[src/rtl/uart_pkg.sv]
// Shared types and helpers for the UART transmit arbiter and related muxes:
// FSM encoding, synchroniser depth and the round-robin pick function.
package uart_pkg;

    localparam int SYNC_DEPTH = 2;

    typedef enum logic [2:0] {
        IDLE,
        LOAD,
        START,
        WAIT_RISE,
        WAIT_FALL
    } arb_state_e;

    // First set bit of valid at or after ptr, wrapping within n sources; one-hot result.
    function automatic logic [7:0] next_rr(input logic [2:0] ptr,
                                           input logic [7:0] valid,
                                           input int         n);
        logic [7:0] pick;
        logic       found;
        int         idx;
        pick  = '0;
        found = 1'b0;
        for (int k = 0; k < 8; k++) begin
            if (k < n) begin
                idx = int'(ptr) + k;
                if (idx >= n) idx = idx - n;
                if (!found && valid[idx[2:0]]) begin
                    pick[idx[2:0]] = 1'b1;
                    found          = 1'b1;
                end
            end
        end
        return pick;
    endfunction

endpackage

[src/rtl/uart_tx_arbiter_rr_picker.sv]
// Combinational round-robin picker with wrap-around; reusable by any
// byte-stream mux that shares one sink between up to eight sources.
module rr_picker
    import uart_pkg::*;
#(
    parameter int NUM_REQ = 3,
    parameter int PTR_W   = 2
) (
    input  logic [PTR_W-1:0]   ptr,
    input  logic [NUM_REQ-1:0] valid,
    output logic [NUM_REQ-1:0] pick
);

    always_comb begin
        pick = NUM_REQ'(next_rr(3'(ptr), 8'(valid), NUM_REQ));
    end

endmodule

[src/rtl/uart_tx_arbiter.sv]
// Shares one UART transmitter between NUM_REQ byte sources with round-robin
// grants, packet lock, start/busy handshaking and a start-acknowledge timeout.
module uart_tx_arbiter
    import uart_pkg::*;
#(
    parameter int NUM_REQ     = 3,
    parameter int ACK_TIMEOUT = 4096,
    parameter int TO_W        = 13
) (
    input  logic                 clk,
    input  logic                 rst_n,
    input  logic [NUM_REQ-1:0]   req_valid,
    input  logic [8*NUM_REQ-1:0] req_data,
    input  logic [NUM_REQ-1:0]   req_last,
    output logic [NUM_REQ-1:0]   req_ready,
    output logic                 tx_start,
    output logic [7:0]           tx_data,
    input  logic                 tx_busy,
    output logic [NUM_REQ-1:0]   grant,
    output logic                 ack_err,
    input  logic                 err_clr
);

    localparam int PTR_W = (NUM_REQ > 1) ? $clog2(NUM_REQ) : 1;

    arb_state_e            state, state_next;
    logic [SYNC_DEPTH-1:0] busy_sync;
    logic                  busy_s;
    logic [PTR_W-1:0]      ptr, g_idx, ptr_after;
    logic                  lock;
    logic [TO_W-1:0]       to_cnt;
    logic [NUM_REQ-1:0]    pick;
    logic [7:0]            data_mux;
    logic                  owner_valid, owner_last, timeout;

    rr_picker #(.NUM_REQ(NUM_REQ), .PTR_W(PTR_W)) u_rr_picker (
        .ptr   (ptr),
        .valid (req_valid),
        .pick  (pick)
    );

    assign busy_s      = busy_sync[SYNC_DEPTH-1];
    assign owner_valid = |(req_valid & grant);
    assign owner_last  = |(req_last & grant);
    assign timeout     = (state == WAIT_RISE) && !busy_s &&
                         (to_cnt == TO_W'(ACK_TIMEOUT - 1));
    assign ptr_after   = (g_idx == PTR_W'(NUM_REQ - 1)) ? '0 : g_idx + 1'b1;

    // NOTE: every combinational output gets a default first so no path infers a latch.
    always_comb begin
        g_idx    = '0;
        data_mux = '0;
        for (int i = 0; i < NUM_REQ; i++) begin
            if (grant[i]) begin
                g_idx    = PTR_W'(i);
                data_mux = req_data[8*i +: 8];
            end
        end
    end

    // NOTE: sequential state uses non-blocking assignments so all flops update together.
    always_ff @(posedge clk or negedge rst_n) begin
        if (!rst_n) state <= IDLE;
        else        state <= state_next;
    end

    always_comb begin
        state_next = state;
        unique case (state)
            IDLE:      if (lock ? owner_valid : |req_valid) state_next = LOAD;
            LOAD:      state_next = owner_valid ? START : IDLE;
            START:     state_next = WAIT_RISE;
            WAIT_RISE: begin
                if (busy_s)       state_next = WAIT_FALL;
                else if (timeout) state_next = IDLE;
            end
            WAIT_FALL: if (!busy_s) state_next = IDLE;
            default:   state_next = IDLE;
        endcase
    end

    // tx_start is held for all of WAIT_RISE so a slow baud-tick transmitter cannot miss it.
    always_comb begin
        req_ready = '0;
        tx_start  = 1'b0;
        case (state)
            START:     req_ready = grant;
            WAIT_RISE: tx_start  = 1'b1;
            default:   ;
        endcase
    end

    always_ff @(posedge clk or negedge rst_n) begin
        if (!rst_n) begin
            busy_sync <= '0;
            grant     <= '0;
            ptr       <= '0;
            lock      <= 1'b0;
            tx_data   <= '0;
            to_cnt    <= '0;
            ack_err   <= 1'b0;
        end else begin
            busy_sync <= {busy_sync[SYNC_DEPTH-2:0], tx_busy};
            if (err_clr) ack_err <= 1'b0;
            if (timeout) ack_err <= 1'b1;
            case (state)
                IDLE: if (!lock && |req_valid) grant <= pick;
                LOAD: begin
                    if (owner_valid) begin
                        tx_data <= data_mux;
                        lock    <= !owner_last;
                    end else if (!lock) begin
                        grant <= '0;
                    end
                end
                START: to_cnt <= '0;
                WAIT_RISE: begin
                    to_cnt <= to_cnt + 1'b1;
                    // Unacknowledged byte is dropped and the line handed on.
                    if (timeout) begin
                        lock  <= 1'b0;
                        grant <= '0;
                        ptr   <= ptr_after;
                    end
                end
                WAIT_FALL: begin
                    if (!busy_s && !lock) begin
                        grant <= '0;
                        ptr   <= ptr_after;
                    end
                end
                default: ;
            endcase
        end
    end

endmodule

[config.mk]
export PLATFORM = sky130hd
export DESIGN_NAME = uart_tx_arbiter
export DESIGN_NICKNAME = d
export VERILOG_FILES = /design/src/rtl/uart_pkg.sv /design/src/rtl/uart_tx_arbiter_rr_picker.sv /design/src/rtl/uart_tx_arbiter.sv
export SDC_FILE = /design/constraint.sdc
export NUM_CORES = 1
export LEC_CHECK = 0
export CAP_MARGIN = 15
export CORE_MARGIN = 10
export CORE_UTILIZATION = 38
export DETAILED_ROUTE_END_ITERATION = 8
export GPL_TIMING_DRIVEN = 1
export PLACE_DENSITY_LB_ADDON = 0.25
export SLEW_MARGIN = 30
export SYNTH_ARGS = -nofsm -noshare
export SYNTH_HDL_FRONTEND = slang
export SYNTH_SLANG_ARGS = --single-unit
[constraint.sdc]
create_clock -name clk -period 2.2 [get_ports clk]
set_input_delay 0.44 -clock clk [delete_from_list [all_inputs] [get_ports clk]]
set_output_delay 0.44 -clock clk [all_outputs]
set_load 0.01 [all_outputs]
* Word level (Yosys, flattened, before mapping) *
Index checks and enable logic that the tools add are counted.

word-level totals
  input port bits = 34
  output and inout bits = 16
  word-level logic and storage cells = 120
  bits in registers = 33

cells by class
  $lt $le $gt $ge = 9
  mux-type cells = 49
  reduce and logical (&&, ||, !) cells = 28
  add/subtract/negate cells = 7
  equality and inequality tests = 15
  bitwise logic cells = 4

operator list
  operator               number
  $ge 32x3->1 const B    2
  $mux 3                 15
  $pmux 13 s2            1
  $mux 8                 3
  $ne 2x2->1 const B     8
  $mux 1                 15
  $pmux 3 s5             1
  $add 13x1->13 const B  1
  $eq 13x12->1 const B   1
  $lt 3x4->1 const B     3
  $pmux 3 s4             1
  $mux 2                 5
  $bmux 1 s3             3
  $demux 1 s3            3
  $ge 3x1->1 const B     3
  $logic_and 1x1->1      9
  $reduce_and 3->1       3
  $reduce_or 3->1        3
  $reduce_bool 2->1      4
  $and 3x3->3            2
  $eq 3x2->1 const B     2
  $or 3x3->3             2
  $reduce_and 6->1       1
  $sub 3x3->3 const B    2
  15 further kinds       19

* Logic depth before layout (Yosys ltp) *
Gate-level depths: netlist of run 1.

  depth after elaboration = 13
  depth in mapped cells = 7
  gate-level depth less buffers = 7

* Cells and area by module *
A second synthesis of run 1 with hierarchy kept.

second synthesis, totals
  cells, all modules = 209
  area, all modules = 2028.2 um^2

by module, submodules not included
  module           cells each  seq. area each (um^2)  area an instance (um^2)  times used
  uart_tx_arbiter  174         825.8                  1742.9                   1
  rr_picker        35          0.0                    285.3                    1

* Worst setup path before layout of run 1 *
Ideal clock, no wire load.

  path type = flip-flop to flip-flop
  from = reg to_cnt[0]
  to = reg lock
  slack = 0.297 ns
  data required time = 2.079 ns
  cell stages (with the launch flop) = 7
  period minus slack after synthesis = 1.903 ns
  arrival = 1.782 ns
  setup time = 0.121 ns
  buffers on the path = 0
  cell sequence = dfrtp_1 -> ha_1 -> nand3_4 -> or4_4 -> or4_4 -> nand3_2 -> o21ai_2

on the way
  longest elaborated chain between the ends = 4

ends and longest elaborated chain
  element                            line                    source
  start, declared                    uart_tx_arbiter.sv:31   logic [TO_W-1:0] to_cnt;
  start signal, assigned             uart_tx_arbiter.sv:118  to_cnt <= to_cnt + 1'b1;
  $eq 13x12->1                       uart_tx_arbiter.sv:46   (to_cnt == TO_W'(ACK_TIMEOUT - 1));
  $logic_and 1x1->1                  uart_tx_arbiter.sv:45   assign timeout = (state == WAIT_RISE) && !busy_s &&
  $ne 2x2->1 (no source line)        n/a
  $reduce_and 3->1 (no source line)  n/a
  end signal, assigned               uart_tx_arbiter.sv:111  lock <= !owner_last;
  end, declared                      uart_tx_arbiter.sv:30   logic lock;

No other way between the ends.
A chain may end at the register's enable or synchronous reset.

* Worst setup path after layout of run 1 *
  from = reg ptr[1]
  to = reg grant[1]

on the way
  longest elaborated chain between the ends = 13
  elaborated cells on any way between the ends = 45
  classes of those cells = 5 x add/sub; 9 x order compare; 22 x mux; 2 x bitwise; 7 x reduce/logical

ends and longest elaborated chain
  element                                                           line                    source
  start, declared                                                   uart_tx_arbiter.sv:29   logic [PTR_W-1:0] ptr, g_idx, ptr_after;
  start signal, assigned                                            uart_tx_arbiter.sv:123  ptr <= ptr_after;
  start signal, assigned                                            uart_tx_arbiter.sv:129  ptr <= ptr_after;
  $add 2x1->3 (tied with other cells)                               uart_pkg.sv:26          idx = int'(ptr) + k;
  $ge 32x3->1 (tied with other cells)                               uart_pkg.sv:27          if (idx >= n) idx = idx - n;
  $mux 3 (tied with other cells)                                    uart_pkg.sv:27
  $lt 3x4->1 (not written as such) (tied with other cells)          uart_pkg.sv:29          pick[idx[2:0]] = 1'b1;
  $logic_and 1x1->1 (not written as such) (tied with other cells)   uart_pkg.sv:29
  $mux 1 (not written as such) (tied with other cells)              uart_pkg.sv:29
  $demux 1 s3 (tied with other cells)                               n/a
  $or 3x3->3 (no source line) or $mux 1 (tied branches)             n/a
  $mux 3 or $logic_not 1->1 (tied branches)                         uart_pkg.sv:28          if (!found && valid[idx[2:0]]) begin
  $or 3x3->3 (no source line) or $logic_and 1x1->1 (tied branches)  n/a
  $mux 3 (*)                                                        uart_pkg.sv:28
  $mux 3 (*)                                                        uart_tx_arbiter.sv:107  IDLE: if (!lock && |req_valid) grant <= pick;
  $pmux 3 s4 (*)                                                    uart_tx_arbiter.sv:106  case (state)
  end signal, assigned                                              uart_tx_arbiter.sv:107
  end, declared                                                     uart_tx_arbiter.sv:19   output logic [NUM_REQ-1:0] grant,

Mark *: on every way between the ends. The rest lies on a longest branch, timed or not. The select of a mux whose other input is x is not followed.

==> impl_metrics.toml, run 1 <==
[worst_setup_path]
crit_end = "grant[1]"
r2r_end = "grant[1]"
regToRegStartpoint = "ptr[1]"
crit_start = "ptr[1]"
crit_required_ps = 2400
start_kind = "register"
worstPathArrival_ps = 2300
worstPathMaxFanout = 5
end_kind = "register"
worstSetupPathType = "reg -> reg"
worstRegToRegCells = 7
r2r_slack_ps = 100

[floorplan]
die_area_sq_um = 8660
die_y_microns = 93.0
io_pins = 50
die_x_microns = 93.0
start_util = 0.394
std_cell_rows = 26
core_sq_um = 5140

[logic_synthesis]
syn_nets = 269
yosysWarnings = 0
synth_edf_count = 0
ys.flop_type = "dfrtp_1"
syn_area_per_cell_sq_um = 8.85
ys_types = 50
async_flop_share = 1.00
seq_area_frac_synth = 0.407
synth_area_sq_um = 2030
postSynthCellCount = 229
ys_ff_latch = 33

[clock_tree]
cts_sinks = 33
clock_insertion_delay_worst_skew_ps = 280
cts-root-buf = "clkbuf_8"
cts_tree = "yes"
htree_levels = 2
clk_path_buf_depth = 2
clk_pin_slew_ps = 60
cts_inserted_buffers = 5
cts_hold_buffers = 0

[sta]
fin_crit_sh = 0.955
setup_viol = 0
skew_ps = 4.37
fin_hold_ws_ps = 356
tightest_slew_ps = 609
min_period_ps = 2100
max_freq_mhz = 476
hold_viol = 0
relSlewSlack = 0.592
slew_viol_final = 0

[layout]
antenna_cells = 0
nets = 327
finalNonFillerCells = 356
synthToLayoutAreaGrowth_pct = 35.2
drive_above_1_share = 0.108
post-route-util = 0.533

[global_routing]
grt_start_max_net_pins = 34
grt_pass1_vias = 1896
gr-total-overflow = 0
grt_pass1_wl_mm = 9.15
antenna_found_initial = 0
grt_use_total = 0.129

[placed_design]
dpl.hpwl_mm = 4.16
dp.cells = 349
gp_congestion = 0.817
io_buffers = 49

[route]
via_count = 1912
drc = 0
drt_wl_total_mm = 5.59
drt_iter0_markers = 137
wl_per_cell_microns = 15.7
vias_per_cell = 5.37
dr.pass1.iters = 4
ant_nets = 0

[run]
cap_violations = 0

[hold_path]
hp-class = "reg -> reg"

[power]
ir_worst_vdd_v = 0.000555
leakagePower_nw = 1.21
p_per_area_nw_per_um2 = 1110
power.total_mw = 3.03

[run_status]
status = "finished clean"
## cells by family (layout without fill, tap and decap cells)
family | after synthesis | after routing | share of synthesized area
AOI/OAI and AO/OA | 67 | 67 | 0.218
DFF | 33 | 33 | 0.407
and+or+nand+nor | 89 | 89 | 0.235
muxes | 11 | 11 | 0.0574
adders and majority gates | 6 | 6 | 0.0370
buffers and inverters | 23 | 80 | 0.0457
## sequential cells by signal, indices dropped and copies added, names as in the netlist
signal / count
lock: 1
ack_err: 1
tx_data: 8
busy_sync: 2
state: 3
to_cnt: 13
grant: 3
ptr: 2
## cells in the mapped netlist, types with 2 or more instances
master    instances  share of area
and3_1            4          0.012
mux2i_1           9          0.044
nand2_1          31          0.057
ha_1              6          0.037
a221o_1           8          0.040
o21ai_0          31          0.077
nand4_1           3         0.0093
nand2b_1          2         0.0062
nand3_1           7          0.017
nor3_1           10          0.025
a22o_1            3          0.013
a21o_1            2         0.0074
nor2_1           13          0.024
clkbuf_1          6          0.011
nor4_1            2         0.0062
o31ai_1           2         0.0074
inv_1            13          0.024
nand3_2           2         0.0099
or4_4             2          0.011
nor2b_1           3         0.0093
dfrtp_1          33           0.41
o211ai_1          2         0.0074
o22ai_1           5          0.015
a21oi_1           4         0.0099
## power by group
group / internal [mW] / leakage [nW] / switching, mW / total (mW)
Combinational: 0.781 / 0.744 / 0.834 / 1.62
Sequential: 0.795 / 0.431 / 0.209 / 1.00
Clock: 0.208 / 0.0399 / 0.206 / 0.413
Total: 1.78 / 1.21 / 1.25 / 3.03
## per-layer routing
metal	share of wire	track usage	vias up
met5	0	0	-
met4	0.015	0.0488	0
met3	0.032	0.0296	4
met2	0.52	0.218	38
met1	0.44	0.154	914
li1	-	-	956
## worst max-delay path: stages (launching register included)
cell and delay, ps:
dfrtp_1 440, inv_1 120, ha_1 270, mux2_2 380, mux2i_2 250, o211ai_1 170, o31a_1 270, o22ai_1 130
## cells in the final DEF, fill, tap and decap left out, drive strengths merged, types with 3 or more instances in the layout
cell            n
nor2           13
a21oi           4
mux2i           9
inv            13
clkdlybuf4s50  45
nor2b           3
dfrtp          33
and3            4
nand2          31
nand4           4
clkbuf          5
o21ai          33
nor3           10
a221o           8
ha              6
o22ai           5
dlymetal6s2s    3
nand3          10
buf            12
a22o            3
## through the flow
step                setup slack (ps)  instance area, sq um  TNS [ps]
CTS                             34.7                  2720         0
floorplan                        297                  2030         0
finish                           100                  2740         0
global placement                 117                  2640         0
detailed placement              56.8                  2640         0
global route                   -38.3                  2740     -38.3
## final cells by class
class / count / area [sq um]
Timing Repair Buffer: 61 / 587
Fill cell: 518 / 2400
Tap cell: 70 / 87.6
Clock inverter: 1 / 5.00
Multi-Input combinational cell: 173 / 1120
Clock buffer: 5 / 68.8
Sequential cell: 33 / 826
Inverter: 13 / 48.8
## worst min path at each step
| stage | from | end | slack (ps) | cells past startpoint |
|---|---|---|---|---|
| floorplan | rst_n | ack_err | 140 | 0 |
| global placement | busy_sync[0] | busy_sync[1] | 340 | 0 |
| detailed placement | busy_sync[0] | busy_sync[1] | 340 | 0 |
| CTS | busy_sync[0] | busy_sync[1] | 360 | 0 |
| global route | busy_sync[0] | busy_sync[1] | 370 | 0 |
| finish | busy_sync[0] | busy_sync[1] | 360 | 0 |
## repair_timing
item / CTS / global route
buffers inserted: 1 / 0
endpoints found under the setup margin: 3 / 5
gates resized for setup: 1 / 5
Power figures use the tool's default switching activity.
==> run 2, diff against run 1 <==
--- a/config.mk
+++ b/config.mk
@@ -11,6 +11,9 @@
 export DETAILED_ROUTE_END_ITERATION = 8
 export GPL_TIMING_DRIVEN = 1
 export PLACE_DENSITY_LB_ADDON = 0.25
+export RECOVER_POWER = 100
+export REMOVE_ABC_BUFFERS = 1
+export SETUP_SLACK_MARGIN = 0.2
 export SLEW_MARGIN = 30
 export SYNTH_ARGS = -nofsm -noshare
 export SYNTH_HDL_FRONTEND = slang
==> run 2 against run 1 <==
Net effect:
- hold slack got worse by 2.6 ps
- sequential share of layout area fell by 0.51 points
- register-to-register slack better by 90 ps
- setup slack improved by 92 ps
- die area did not move
- critical path depth unchanged
- final area is 2.2% higher
- largest cell class unchanged
==> impl_metrics.toml, run 2 (synthesis gave the netlist of run 1 again) <==
[clock_tree]
cts_sinks = 33
cts_inserted_buffers = 5
clk_path_buf_depth = 2
htree_levels = 2
cts_tree = "yes"
cts-root-buf = "clkbuf_8"
clk_pin_slew_ps = 70
clock_insertion_delay_worst_skew_ps = 290

[layout]
fin_area_sq_um = 2800
antenna_cells = 0
largest_reg_flops = 13
nets = 327
finalNonFillerCells = 358
largestRegisters = "to_cnt x13, tx_data x8"
drive_above_1_share = 0.125
synthToLayoutAreaGrowth_pct = 38.2
mostFrequentLayoutCells = "o21ai_0, nand2_1, dfrtp_1, clkdlybuf4s50_1, dlygate4sd3_1"
top_register = "to_cnt"
layout_commonest_cell = "o21ai_0"

[placed_design]
placed_area_sq_um = 2640
dpl.hpwl_mm = 4.03
io_buffers = 49
dp.cells = 348
gp_congestion = 0.813

[hold_path]
hold_start = "busy_sync[0]"
hp-class = "reg -> reg"

[sta]
tightest_slew_ps = 856
fin_hold_ws_ps = 353
skew_ps = 10.3
min_period_ps = 2010
tns_ps = 0
relSlewSlack = 0.430
max_freq_mhz = 498
fin_crit_sh = 0.913
rsz0062_at_grt = "false"
slew_viol_final = 0
hold_viol = 0
setup_viol = 0

[route]
met2_length_mm = 2.71
via_count = 1916
wl_met1_mm = 2.52
ant_nets = 0
vias_per_cell = 5.35
dr_wl_met3_microns = 201
dr.pass1.iters = 4
wl_per_cell_microns = 15.4
routed.top_layer = "met4"
drt_iter0_markers = 147
drt_wl_total_mm = 5.53
drc = 0

[global_routing]
grt_use_total = 0.125
grt_start_max_net_pins = 34
antenna_found_initial = 0
gr-total-overflow = 0
grt_pass1_wl_mm = 8.85
grt_pass1_vias = 1844

[power]
swShare = 0.399
p_int_mw = 1.93
seq_power_share = 0.320
clock_power_share = 0.187
p_switching_mw = 1.28
leakagePower_nw = 1.23
ir_worst_vdd_v = 0.000607
p_per_area_nw_per_um2 = 1150
power.total_mw = 3.21
comb_power_share = 0.493

[run_status]
status = "finished clean"

[floorplan]
core_sq_um = 5140
die_area_sq_um = 8660
io_pins = 50
std_cell_rows = 26
die_y_microns = 93.0
start_util = 0.394
die_x_microns = 93.0

[worst_setup_path]
worstSetupPathType = "reg -> reg"
regToRegStartpoint = "ptr[1]"
crit_start = "ptr[1]"
crit_required_ps = 2420
worstPathArrival_ps = 2220
end_kind = "register"
start_kind = "register"
worstPathMaxFanout = 5

[run]
cap_violations = 0
run 2: cell types whose count changed in the layout (fill, tap and decap cells not counted), sizes merged:
cell | before | now
clkinv | 1 | 0
clkdlybuf4s50 | 45 | 30
buf | 12 | 10
dlygate4sd3 | 0 | 15
dlygate4sd2 | 1 | 3
dlymetal6s2s | 3 | 0
bufinv | 0 | 1
clkbuf | 5 | 10
run 2: layout make-up:
class,instances,area (sq um)
timing repair buffer,61,568
clock inverter,1,30.0
fill,492,2340
inverter,13,48.8
sequential,33,830
tap,70,87.6
clock buffer,7,86.3
multi-input combinational,173,1150
run 2: per-stage QoR:
| stage | setup slack [ps] | util |
|---|---|---|
| 6_report | 192 | 0.545 |
| 2_1_floorplan | 285 | - |
| 5_1_grt | 111 | 0.545 |
| 4_1_cts | 202 | 0.540 |
| 3_5_place_dp | 55.9 | 0.513 |
| 3_3_place_gp | 114 | 0.513 |
run 2: path summary, 6_finish.rpt:
check                                to  slack, ps  cells after the start
setup / recovery               grant[1]        190                      7
hold / removal             busy_sync[1]        350                      0
setup reg to reg               grant[1]        190                      7
hold reg to reg            busy_sync[1]        350                      0
max in group asynchronous     to_cnt[4]        830                      2
min in group asynchronous     to_cnt[5]        780                      2
run 2: critical path, cell delays in order (launching register included):
cell      delay, ps
dfrtp_1         440
inv_1           150
ha_4            180
mux2_2          330
mux2i_1         260
o211ai_1        170
o31a_1          270
o22ai_1         120
run 2: routing by layer:
| metal | GRT usage | vias to the layer above |
|---|---|---|
| li1 | - | 961 |
| met1 | 0.152 | 916 |
| met2 | 0.204 | 32 |
| met3 | 0.0352 | 7 |
| met4 | 0.0501 | 0 |
| met5 | 0 | - |
run 2: power groups by stage:
stage | clock, mW | combinational, mW | sequential (mW)
5_1_grt | 0.645 | 1.76 | 1.07
3_3_place_gp | 0 | 1.54 | 1.03
6_report | 0.601 | 1.58 | 1.03
4_1_cts | 0.610 | 1.59 | 1.02
3_5_place_dp | 0 | 1.56 | 1.03
2_1_floorplan | 0 | 0.870 | 1.06
run 2: timing repair:
action / in CTS / in global routing
setup buffers: 2 / 0
hold buffers: 0 / 0
pin swaps: 0 / 1
endpoints found under the setup margin: 7 / 6
resized for setup: 9 / 12
==> run 3, diff against run 2 <==
--- a/config.mk
+++ b/config.mk
@@ -7,7 +7,7 @@
 export LEC_CHECK = 0
 export CAP_MARGIN = 15
 export CORE_MARGIN = 10
-export CORE_UTILIZATION = 38
+export CORE_UTILIZATION = 49
 export DETAILED_ROUTE_END_ITERATION = 8
 export GPL_TIMING_DRIVEN = 1
 export PLACE_DENSITY_LB_ADDON = 0.25
==> constraint.sdc (replaced) <==
create_clock -name clk -period 2.1 [get_ports clk]
set_input_delay 0.42 -clock clk [delete_from_list [all_inputs] [get_ports clk]]
set_output_delay 0.42 -clock clk [all_outputs]
set_load 0.01 [all_outputs]
==> run 3 against run 2 <==
Net effect:
- die area fell by 18%
- critical path type is now reg -> out
- largest cell class unchanged
- clock power shrank 20%
- sequential share of layout area fell by 0.43 points
==> impl_metrics.toml, run 3 (synthesis gave the netlist of run 1 again) <==
[worst_setup_path]
crit_start = "state[1]"
crit_slowest_cell = "dfrtp_1"
worstPathMaxFanout = 4
start_kind = "register"
worstSetupPathType = "reg -> out"
slowest_delay_ps = 390
worstPathArrival_ps = 1480
regToRegStartpoint = "state[1]"
path_cells = "or2b_1 > nor3_1 > clkdlybuf4s25_1"
end_kind = "output port"
crit_required_ps = 1680

[sta]
skew_ps = 4.53
tns_ps = 0
fin_hold_ws_ps = 358
slew_viol_final = 0
rsz0062_at_grt = "true"
tightest_slew_ps = 808
hold_viol = 0
fin_crit_sh = 0.905
setup_viol = 0
min_period_ps = 1900
max_freq_mhz = 526
relSlewSlack = 0.461
layout_setup_ws_ps = 199

[clock_tree]
clk_pin_slew_ps = 60
htree_levels = 2
cts_inserted_buffers = 5
clock_insertion_delay_worst_skew_ps = 290
cts_sinks = 33
clk_path_buf_depth = 2
cts-root-buf = "clkbuf_8"
cts_tree = "yes"

[layout]
largestRegisters = "to_cnt x13, tx_data x8"
drive_above_1_share = 0.173
fin_area_sq_um = 2860
synthToLayoutAreaGrowth_pct = 40.9
nets = 340
largest_reg_flops = 13
top_register = "to_cnt"
layout_commonest_cell = "o21ai_0"
finalNonFillerCells = 350
post-route-util = 0.714
mostFrequentLayoutCells = "o21ai_0, nand2_1, clkdlybuf4s50_1, dfrtp_1, buf_4"
antenna_cells = 0

[power]
p_int_mw = 1.98
p_switching_mw = 1.38
leakagePower_nw = 1.27
swShare = 0.411
ir_worst_vdd_v = 0.000819
p_per_area_nw_per_um2 = 1180
comb_power_share = 0.543
power.total_mw = 3.36
seq_power_share = 0.314
clock_power_share = 0.143

[placed_design]
dp_slack_ps = 11.0
placed_area_sq_um = 2650
dp.cells = 333
gp_congestion = 0.869
dpl.hpwl_mm = 4.18
io_buffers = 49

[global_routing]
grt_pass1_vias = 1952
grt_start_max_net_pins = 34
antenna_found_initial = 0
gr-total-overflow = 0
grt_use_total = 0.156
grt_pass1_wl_mm = 9.29

[floorplan]
start_util = 0.507
std_cell_rows = 23
io_pins = 50
die_y_microns = 84.3
die_area_sq_um = 7110
die_x_microns = 84.3
core_sq_um = 4000

[route]
ant_nets = 0
drt_wl_total_mm = 5.80
drt_iter0_markers = 205
drc = 0
via_count = 2026
vias_per_cell = 5.79
dr.pass1.iters = 4
wl_per_cell_microns = 16.6

[hold_path]
hold_start = "busy_sync[0]"
hp-class = "reg -> reg"

[run]
cap_violations = 0

[run_status]
status = "finished clean"
==> run 3: cell count changes in the layout (fill, tap and decap cells not counted), sizes merged <==
cell           before  now
buf                10   22
bufinv              1    0
clkbuf             10   11
clkdlybuf4s25       0    1
dlygate4sd2         3    2
==> run 3: layer usage <==
layer,global-route usage,up-vias,part of all wire
li1,-,986,-
met1,0.185,983,0.41
met2,0.266,49,0.53
met3,0.0386,8,0.047
met4,0.0502,0,0.012
met5,0,-,0
==> run 3: timing repair <==
item	4_1_cts	5_1_grt
hold buffers	0	0
buffers inserted	4	6
gates resized for setup	15	15
cloned	0	0
pin swaps	1	4
endpoints found under the setup margin	8	7
==> run 3: critical path: cells and delay by family (launching register included) <==
family / cells / cell delay (ps)
simple gates: 2 / 460
buf+inv: 1 / 340
flops: 1 / 390
==> run 3: path summary, 6_finish.rpt <==
check                                to  slack, ps  cells past startpoint
min in group asynchronous    to_cnt[11]        750                      2
setup / recovery           req_ready[1]        200                      3
setup reg to reg              to_cnt[7]        200                      5
hold / removal             busy_sync[1]        360                      0
max in group asynchronous      state[0]        790                      2
hold reg to reg            busy_sync[1]        360                      0
==> run 3: layout make-up <==
cell class	count	area, sq um
Clock buffer	7	86.3
Fill cell	309	1140
Inverter	13	48.8
Multi-Input combinational cell	173	1160
Sequential cell	33	833
Tap cell	50	62.6
Timing Repair Buffer	74	659
==> run 3: power by group through the flow <==
stage	clock network, mW	logic [mW]	registers [mW]
after detailed placement	0	1.72	1.05
after floorplan	0	0.911	1.11
after CTS	0.483	1.79	1.05
after global routing	0.510	2.01	1.09
after global placement	0	1.69	1.04
final	0.482	1.83	1.05
